**config.mk**
```make
export PLATFORM = sky130hd
export DESIGN_NAME = hazard_tnew_tracker
export DESIGN_NICKNAME = d
export VERILOG_FILES = /design/src/rtl/hazard_tnew_tracker.sv
export SDC_FILE = /design/constraint.sdc
export NUM_CORES = 1
export LEC_CHECK = 0
export CORE_UTILIZATION = 30
export DETAILED_ROUTE_END_ITERATION = 12
export PLACE_DENSITY = 0.65
export SLEW_MARGIN = 10
export SYNTH_ARGS = -nofsm -noshare
export SYNTH_HDL_FRONTEND = slang
export SYNTH_SLANG_ARGS = --single-unit
```
**constraint.sdc**
```tcl
create_clock -name clk -period 3.5 [get_ports clk]
set_input_delay 0.525 -clock clk [delete_from_list [all_inputs] [get_ports clk]]
set_output_delay 0.525 -clock clk [all_outputs]
set_load 0.05 [all_outputs]
```
**src/rtl/hazard_tnew_tracker.sv**
```systemverilog
// Tracks register writers in flight through E/M/W with a per-stage Tnew countdown,
// and from them derives the D-stage stall, the rs/rt forward selects and a stall counter.
module hazard_tnew_tracker #(
  parameter int TW    = 3,
  parameter int CNT_W = 32
) (
  input  logic             clk,
  input  logic             reset,
  input  logic [4:0]       D_rs,
  input  logic [4:0]       D_rt,
  input  logic [TW-1:0]    D_Tuse_rs,
  input  logic [TW-1:0]    D_Tuse_rt,
  input  logic             D_RFWr,
  input  logic [4:0]       D_A3,
  input  logic [TW-1:0]    D_Tnew,
  output logic             stall,
  output logic [1:0]       fwd_rs,
  output logic [1:0]       fwd_rt,
  output logic [CNT_W-1:0] stall_cnt
);

  typedef struct packed {
    logic          valid;
    logic [4:0]    a3;
    logic [TW-1:0] tnew;
  } entry_t;

  localparam entry_t EMPTY = '0;

  entry_t           e_q, e_d;
  entry_t           m_q, m_d;
  entry_t           w_q, w_d;
  logic [CNT_W-1:0] stall_cnt_q, stall_cnt_d;
  logic             stall_rs, stall_rt;

  // Register 0 is hard-wired, so a writer to it can never be a dependency.
  function automatic logic hit(input entry_t x, input logic [4:0] s);
    return x.valid && (x.a3 == s) && (s != 5'd0);
  endfunction

  // Only the nearest matching writer among E/M decides; W is always ready.
  function automatic logic src_stall(input entry_t e, input entry_t m,
                                     input logic [4:0] s, input logic [TW-1:0] tuse);
    if (hit(e, s)) return e.tnew > tuse;
    if (hit(m, s)) return m.tnew > tuse;
    return 1'b0;
  endfunction

  function automatic logic [1:0] src_fwd(input entry_t e, input entry_t m, input entry_t w,
                                         input logic [4:0] s);
    if (hit(e, s)) return (e.tnew == '0) ? 2'd1 : 2'd0;
    if (hit(m, s)) return (m.tnew == '0) ? 2'd2 : 2'd0;
    if (hit(w, s)) return (w.tnew == '0) ? 2'd3 : 2'd0;
    return 2'd0;
  endfunction

  always_comb begin
    stall_rs = src_stall(e_q, m_q, D_rs, D_Tuse_rs);
    stall_rt = src_stall(e_q, m_q, D_rt, D_Tuse_rt);
    stall    = stall_rs | stall_rt;
    fwd_rs   = src_fwd(e_q, m_q, w_q, D_rs);
    fwd_rt   = src_fwd(e_q, m_q, w_q, D_rt);
  end

  // NOTE: every signal written here gets a value on every path, so no latch can be inferred.
  always_comb begin
    e_d         = EMPTY;
    m_d         = e_q;
    w_d         = m_q;
    stall_cnt_d = stall_cnt_q + CNT_W'(stall);
    if (!stall) begin
      e_d.valid = D_RFWr && (D_A3 != 5'd0);
      e_d.a3    = D_A3;
      e_d.tnew  = D_Tnew;
    end
    m_d.tnew = (e_q.tnew == '0) ? '0 : e_q.tnew - TW'(1);
    w_d.tnew = '0;
  end

  // NOTE: state flops use non-blocking assignments so all stages shift on the same edge.
  always_ff @(posedge clk) begin
    if (!reset) begin
      e_q         <= EMPTY;
      m_q         <= EMPTY;
      w_q         <= EMPTY;
      stall_cnt_q <= '0;
    end else begin
      e_q         <= e_d;
      m_q         <= m_d;
      w_q         <= w_d;
      stall_cnt_q <= stall_cnt_d;
    end
  end

  assign stall_cnt = stall_cnt_q;

endmodule

```
Word-level counts from Yosys, hierarchy flattened --
Index checks and enable logic that the tools add are counted.
Operators by class: add/sub/neg operators 2, order comparisons 4, eq/ne operators 6, muxes and demuxes 35, bitwise operators 2, reduce and logical (&&, ||, !) cells 21
Operators with widths (number):
- 32-bit by 1-bit adder with 32-bit output | 1
- 5-bit equality test | 6
- 2-bit 2-to-1 mux | 14
- 1-bit 2-to-1 mux | 21
- 5-bit nonzero test | 3
- 1-bit logical AND | 13
- 3-bit greater-than comparator | 4
- 3-bit zero test | 3
- 2-bit OR reduction | 2
- 3-bit by 1-bit subtractor with 3-bit output (second input constant) | 1
- 1-bit inverter | 1
- 1-bit OR | 1
Storage, ports and cells: flip-flop bits (word level) 59, output and inout bits 37

Logic depth before layout (Yosys ltp) --
Gate-level depths: netlist of the first run.
depth after elaboration 10, gate-level depth with buffers 16, gate-level depth less buffers 15

Least setup slack after synthesis of the first run --
No wires, ideal clock.
kind input-to-reg, start point in D_Tuse_rs[1], end point reg stall_cnt_q[30], in the netlist stall_cnt[30], library setup time 0.115 ns, arrival 3.337 ns, required time 3.385 ns, setup slack 0.049 ns, cell stages on the path 15, buffers on the path 1, cell sequence inv_1 ha_1 a21o_1 a21oi_1 a311oi_4 a221o_1 buf_6 ha_1 ha_1 inv_1 or4_1 nor3_2 nand2_1 xnor2_1 and2_1
Between the ends: word-level cells in the longest chain between the ends 7, elaborated cells between the ends (all ways) 8, classes of those cells add/sub (1); order compare (2); mux (4); bitwise (1)
RTL lines:
- from (decl) | line 11 | input logic [TW-1:0] D_Tuse_rs,
- 3-bit greater-than comparator | line 44 | if (hit(e, s)) return e.tnew > tuse;
- 1-bit 2-to-1 mux | line 44
- 1-bit 2-to-1 mux | line 45 | if (hit(m, s)) return m.tnew > tuse;
- 1-bit 2-to-1 mux | line 46 | return 1'b0;
- 1-bit 2-to-1 mux * | line 45
- 1-bit OR * | line 60 | stall = stall_rs | stall_rt;
- net stall | line 16 | output logic stall,
- 32-bit by 1-bit adder with 32-bit output * | line 70 | stall_cnt_d = stall_cnt_q + CNT_W'(stall);
- to (signal assigned) | line 91 | stall_cnt_q <= stall_cnt_d;
- to (decl) | line 33 | logic [CNT_W-1:0] stall_cnt_q, stall_cnt_d;
Mark *: on every way through the listed nets, which the timed path passes. The rest lies on a longest branch. The select of a mux whose other input is x is not followed. A chain may end at the register's enable or synchronous reset.

Worst setup path after layout of the first run --
start point in D_Tuse_rs[1], end point reg stall_cnt_q[30], in the netlist stall_cnt[30]
Between the ends: word-level cells in the longest chain between the ends 7, elaborated cells between the ends (all ways) 8, classes of those cells add/sub (1); order compare (2); mux (4); bitwise (1)
RTL lines (line):
- 3-bit greater-than comparator | 44
- 1-bit 2-to-1 mux | 44
- 1-bit 2-to-1 mux | 45
- 1-bit 2-to-1 mux | 46
- 1-bit 2-to-1 mux * | 45
- 1-bit OR * | 60
- 32-bit by 1-bit adder with 32-bit output * | 70
Mark *: on every way between the ends. The rest lies on a longest branch, timed or not. The select of a mux whose other input is x is not followed.

==> flow_metrics.env, run 1 <==
export IMPL_synth_seq_cells=56
export IMPL_post_route_period_util=0.9518
export IMPL_numCtsBuffers=5
export IMPL_syn_area_sq_um=2923
export IMPL_dp_final_hpwl_um=5070
export IMPL_place_inst=524
export IMPL_areaGrowthSynthToFinish_pct=41.31
export IMPL_holdWs_ps=433.5
export IMPL_wire_per_inst_um=12.51
export IMPL_synth_edf_count=0
export IMPL_slew_headroom=0.6392
export IMPL_p_int_uw=957.8
export IMPL_power_leakage_nw=1.637
export IMPL_fmax_mhz=300.2
export IMPL_run_status="finished clean"
export IMPL_synth_seq_area_share=0.3836
export IMPL_setup_violations=0
export IMPL_p_seq_frac=0.530
export IMPL_slew_viol_final=0
export IMPL_final_hold_viol_count=0
export IMPL_grt_pass1_vias=2383
export IMPL_cts_max_level=2
export IMPL_cp_data_arrival_time_ps=3540
export IMPL_cp_max_fo=3
export IMPL_drive_above_1_share=0.1712
export IMPL_die_width_um=100.7
export IMPL_endpoint="stall_cnt[30]$_SDFF_PN0_"
export IMPL_criticalPathCategory="input port to flip-flop"
export IMPL_clkPwrFrac=0.335
export IMPL_gp_congestion=0.8225
export IMPL_syn_num_nets=356
export IMPL_vias=2405
export IMPL_irDropWorstVdd_v=0.0001551
export IMPL_cp_start_kind="input port"
export IMPL_max_cap_violations=0
export IMPL_reg2reg_slack_ps=470
export IMPL_num_rows=35
export IMPL_final_nets=445
export IMPL_drc=0
export IMPL_cts_tree="done"
export IMPL_yosysWarnings=0
export IMPL_cp_end_kind="flip-flop"
export IMPL_viasPerCell=4.521
export IMPL_totalNegativeSetupSlack_ps=0
export IMPL_clk_pin_slew_ps=100
export IMPL_hold_path_class="flip-flop to flip-flop"
export IMPL_antenna_found_initial=0
export IMPL_firstDrtPassIters=4
export IMPL_netlist_instances=313
export IMPL_grt_pass1_wl_um=11020
export IMPL_dpl_worst_slack_ps=-330.3
export IMPL_track_usage=0.1352
export IMPL_tightest_slew_ps=539.5
export IMPL_first_iter_violations=39
export IMPL_io_buffers=63
export IMPL_clkSinkCount=56
export IMPL_grt_start_max_net_pins=55
export IMPL_synth_cell_type_count=37
export IMPL_clk_path_buf_depth=2
export IMPL_instances_no_fill=532
export IMPL_die_h_um=100.7
export IMPL_total_power_mw=1.252
export IMPL_swShare=0.2347
export IMPL_worstRegToRegCells=14
export IMPL_cp_required_ps=3710
export IMPL_n_antenna_cell=0
export IMPL_fill_cells=904
export IMPL_critPathLaunch="D_Tuse_rs[1]"
export IMPL_initial_core_util=0.3133
export IMPL_pwr_share_comb=0.135
export IMPL_avgSynthCellArea_sq_um=9.338
export IMPL_fin_skew_ps=7.119
export IMPL_ys_flop_type="dfxtp_1"
export IMPL_reg2reg_to="stall_cnt[30]$_SDFF_PN0_"
export IMPL_design_area_sq_um=4130
export IMPL_clk_latency_ps=300
export IMPL_synthArstFlopShare=0
export IMPL_finalWirelength_um=6657
export IMPL_grt_overflow=0
export IMPL_die_area_sq_um=10140
export IMPL_switching_power_uw=293.7
export IMPL_core_sq_um=9328
export IMPL_ant_nets=0
export IMPL_utilization=0.4428
export IMPL_min_period_ps=3331
export IMPL_ios=64
export IMPL_fin_ws_ps=168.6
export IMPL_placed_cell_area_sq_um=3926
export IMPL_root_buffer="clkbuf_8"
export IMPL_timing_rr_start="e_q[1]$_SDFF_PP0_"
export IMPL_power_density_nw_per_um2=303.0
[how the worst min path moves through the flow]
stage	from	end	slack, ps	cells after the start
2_1_floorplan	e_q[0]$_SDFF_PP0_	m_q[0]$_SDFF_PP0_	390	1
3_3_place_gp	e_q[0]$_SDFF_PP0_	m_q[0]$_SDFF_PP0_	410	1
5_1_grt	e_q[0]$_SDFF_PP0_	m_q[0]$_SDFF_PP0_	460	1
6_report	e_q[0]$_SDFF_PP0_	m_q[0]$_SDFF_PP0_	430	1
3_5_place_dp	e_q[0]$_SDFF_PP0_	m_q[0]$_SDFF_PP0_	420	1
4_1_cts	e_q[0]$_SDFF_PP0_	m_q[0]$_SDFF_PP0_	430	1
[state kept, by name, summed over array words and instances, names as in the netlist]
register	flops
stall_cnt	32
e_q	9
m_q	9
w_q	6
[cell usage after synthesis, types with 3 or more instances]
| cell | instances | area (sq um) |
|---|---|---|
| a21oi_1 | 4 | 20.02 |
| nand4_1 | 8 | 50.05 |
| and2_1 | 39 | 244.0 |
| nor2_2 | 10 | 62.56 |
| nor3_1 | 7 | 35.03 |
| nand2_1 | 28 | 105.1 |
| xnor2_1 | 47 | 411.6 |
| nor2_1 | 8 | 30.03 |
| xor2_1 | 13 | 113.9 |
| clkbuf_1 | 6 | 22.52 |
| nor2b_1 | 8 | 50.05 |
| and4_1 | 3 | 26.28 |
| ha_1 | 16 | 200.2 |
| dfxtp_1 | 56 | 1121 |
| nand3_1 | 14 | 70.07 |
| and3_1 | 6 | 37.54 |
| inv_1 | 13 | 48.80 |
[final cells by class]
class	count	area, sq um	area share
Sequential cell	56	1121	0.2714
Tap cell	129	161.4	0.03908
Timing Repair Buffer	89	878.3	0.2127
Multi-Input combinational cell	237	1813	0.4390
Clock buffer	6	72.57	0.01757
Inverter	13	48.80	0.01181
Clock inverter	2	35.03	0.008482
[worst max-delay path, cell delays in order]
cell and delay [ps]:
clkdlybuf4s50_1 450, inv_1 70, ha_1 300, a21o_1 100, a21oi_1 80, a311oi_4 260, a221o_1 230, ha_2 220
ha_4 130, inv_1 30, or4_4 540, nor3_4 220, nand2_1 90, xnor2_1 130, and2_1 140
[cell usage in the layout, fill, tap and decap left out, types with 2 or more instances in the layout]
master | synthesis | routed
a21oi_1 | 4 | 4
nor2b_1 | 8 | 6
ha_1 | 16 | 12
xor2_1 | 13 | 13
nor3_1 | 7 | 5
xnor2_1 | 47 | 47
nand2_1 | 28 | 28
mux2_1 | 2 | 2
inv_1 | 13 | 12
nor2_1 | 8 | 7
a21o_1 | 2 | 2
clkdlybuf4s50_1 | 0 | 57
and4_1 | 3 | 3
or4_4 | 2 | 3
a32oi_1 | 2 | 2
ha_4 | 0 | 3
dfxtp_1 | 56 | 56
nand4_1 | 8 | 8
and2_1 | 39 | 39
nor4_4 | 1 | 2
nand3_1 | 14 | 14
buf_12 | 0 | 5
nor2_2 | 10 | 11
clkbuf_8 | 0 | 5
and3_1 | 6 | 6
nor3_2 | 1 | 2
buf_4 | 0 | 26
o21ai_1 | 0 | 2
[repair_timing]
item | CTS | global route
setup buffers | 0 | 0
pin swaps | 1 | 11
hold buffers | 0 | 0
setup endpoints to repair | 1 | 15
gates resized for setup | 1 | 18
cloned | 0 | 0
[cell families after synthesis]
kind of cell | share of synthesized area
xor gates and xnor gates | 0.1798
buffers and inverters | 0.02825
muxes | 0.007705
and+or+nand+nor | 0.2898
DFF | 0.3836
AOI/OAI and AO/OA | 0.04238
adders and majority gates | 0.06849
[metal layers]
layer	vias up	global-route usage	share of wire	routed length [um]
met5	-	0	0	0
met2	68	0.2255	0.46	3084
met3	15	0.02705	0.059	394
li1	1220	-	-	-
met1	1102	0.1741	0.46	3044
met4	0	0.04571	0.020	133
[power by group through the flow]
stage / Clock (mW) / Combinational [mW] / Sequential [mW]
3_5_place_dp: 0 / 0.164 / 0.678
5_1_grt: 0.457 / 0.187 / 0.666
6_report: 0.419 / 0.169 / 0.664
3_3_place_gp: 0 / 0.160 / 0.678
2_1_floorplan: 0 / 0.0901 / 0.674
4_1_cts: 0.437 / 0.165 / 0.664
Note: power is estimated with default switching activity, not from simulation.
==> run 2, diff against run 1 <==
Settings changed: CAP_MARGIN set to 5, MAX_ROUTING_LAYER set to met4.
==> flow_metrics.env, run 2 (synthesized netlist as in run 1, its figures left out) <==
export IMPL_run_status="finished clean"
export IMPL_slew_viol_final=0
export IMPL_antenna_found_initial=0
export IMPL_dp_final_hpwl_um=5133
export IMPL_cts_tree="done"
export IMPL_die_h_um=100.7
export IMPL_fin_ws_ps=143.2
export IMPL_final_hold_viol_count=0
export IMPL_drc=0
export IMPL_setup_violations=0
export IMPL_slowest_stage="or4_4"
export IMPL_clk_latency_ps=300
export IMPL_die_area_sq_um=10140
export IMPL_firstDrtPassIters=4
export IMPL_finalWirelength_um=6648
export IMPL_fin_skew_ps=11.11
export IMPL_cts_max_level=2
export IMPL_fmax_mhz=297.9
export IMPL_die_width_um=100.7
export IMPL_holdWs_ps=420.4
export IMPL_track_usage=0.1399
export IMPL_path_buf_inv=3
export IMPL_ant_nets=0
export IMPL_grt_pass1_vias=2335
export IMPL_wire_per_inst_um=12.52
export IMPL_largest_reg_flops=32
export IMPL_initial_core_util=0.3133
export IMPL_power_leakage_nw=1.598
export IMPL_irDropWorstVdd_v=0.0001361
export IMPL_final_nets=445
export IMPL_rsz0062_at_grt="no"
export IMPL_power_density_nw_per_um2=285.8
export IMPL_final_cell_mix="57 x clkdlybuf4s50_1, 56 x dfxtp_1, 47 x xnor2_1"
export IMPL_slew_headroom=0.6361
export IMPL_ios=64
export IMPL_core_sq_um=9328
export IMPL_areaGrowthSynthToFinish_pct=38.23
export IMPL_cp_top_family="simple AND/OR/NAND/NOR gates"
export IMPL_criticalPathCategory="input port to flip-flop"
export IMPL_cp_max_fo=3
export IMPL_clkSinkCount=56
export IMPL_n_antenna_cell=0
export IMPL_max_cap_violations=0
export IMPL_root_buffer="clkbuf_8"
export IMPL_dpl_worst_slack_ps=-308.4
export IMPL_vias=2385
export IMPL_cp_required_ps=3700
export IMPL_drive_above_1_share=0.1542
export IMPL_reg2reg_slack_ps=510
export IMPL_post_route_period_util=0.9591
export IMPL_max_stage_delay_ps=550
export IMPL_cp_cell_sequence="clkdlybuf4s50_1, inv_1, ha_1, nor2b_1, o21ai_0, a32oi_1, a22o_1, a221o_1, ha_2, ha_2, inv_1, or4_4, nor3_4, nand2_1, xnor2_1, and2_1"
export IMPL_io_buffers=63
export IMPL_grt_pass1_wl_um=10980
export IMPL_numCtsBuffers=5
export IMPL_viasPerCell=4.492
export IMPL_first_iter_violations=47
export IMPL_cp_end_kind="flip-flop"
export IMPL_totalNegativeSetupSlack_ps=0
export IMPL_clk_path_buf_depth=2
export IMPL_min_period_ps=3357
export IMPL_tightest_slew_ps=544.1
export IMPL_hold_path_class="flip-flop to flip-flop"
export IMPL_clk_pin_slew_ps=90
export IMPL_grt_overflow=0
export IMPL_cts_post_setup_buffers_inserted=0
export IMPL_cp_data_arrival_time_ps=3560
export IMPL_gp_congestion=0.8215
export IMPL_cp_start_kind="input port"
export IMPL_grt_start_max_net_pins=55
export IMPL_num_rows=35
export IMPL_final_common_cell="clkdlybuf4s50_1"
[run 2: cell count changes in the layout (fill, tap and decap cells not counted), moves of 2 or more]
cell / previous run / this run
ha_4: 3 / 0
o21ai_0: 0 / 2
nor2b_1: 6 / 8
o21ai_1: 2 / 0
ha_1: 12 / 14
[run 2: metrics by stage]
stage | instances | cell area (sq um) | power (mW) | utilization
global placement | 524 | 3926 | 0.8385 | 0.4209
finish | 531 | 4040 | 1.155 | 0.4331
floorplan | 313 | 2923 | 0.7645 | -
global route | 531 | 4040 | 1.213 | 0.4331
CTS | 531 | 4010 | 1.174 | 0.4299
detailed placement | 524 | 3926 | 0.8420 | 0.4209
[run 2: worst paths after layout]
check	start	cells after the start	end
max	D_Tuse_rt[1]	16	stall_cnt[30]$_SDFF_PN0_
min	e_q[0]$_SDFF_PP0_	1	m_q[0]$_SDFF_PP0_
max reg2reg	e_q[1]$_SDFF_PP0_	14	stall_cnt[30]$_SDFF_PN0_
min reg2reg	e_q[0]$_SDFF_PP0_	1	m_q[0]$_SDFF_PP0_
[run 2: per-layer routing]
layer | wire length [um] | vias to the layer above | track usage
met1 | 3138 | 1109 | 0.1766
li1 | - | 1214 | -
met3 | 321 | 7 | 0.02635
met4 | 56 | 0 | 0.03010
met2 | 3131 | 55 | 0.2329
met5 | 0 | - | -
[run 2: report_power, final]
group,internal [mW],leakage (nW),total [mW],switching [mW]
Clock,0.137,0.0410,0.330,0.193
Sequential,0.650,0.456,0.663,0.0129
Combinational,0.0908,1.10,0.162,0.0709
[run 2: timing repair]
action,4_1_cts,5_1_grt
hold buffers,0,0
setup endpoints to repair,1,14
pin swaps,0,8
endpoints found under the hold margin,0,0
gates resized for setup,1,8
[run 2: layout make-up]
cell class / instances / area [sq um]
fill: 947 / 5288
clock buffer: 6 / 72.57
tap: 129 / 161.4
sequential: 56 / 1121
clock inverter: 1 / 5.005
timing repair buffer: 89 / 878.3
inverter: 13 / 48.80
multi-input combinational: 237 / 1753
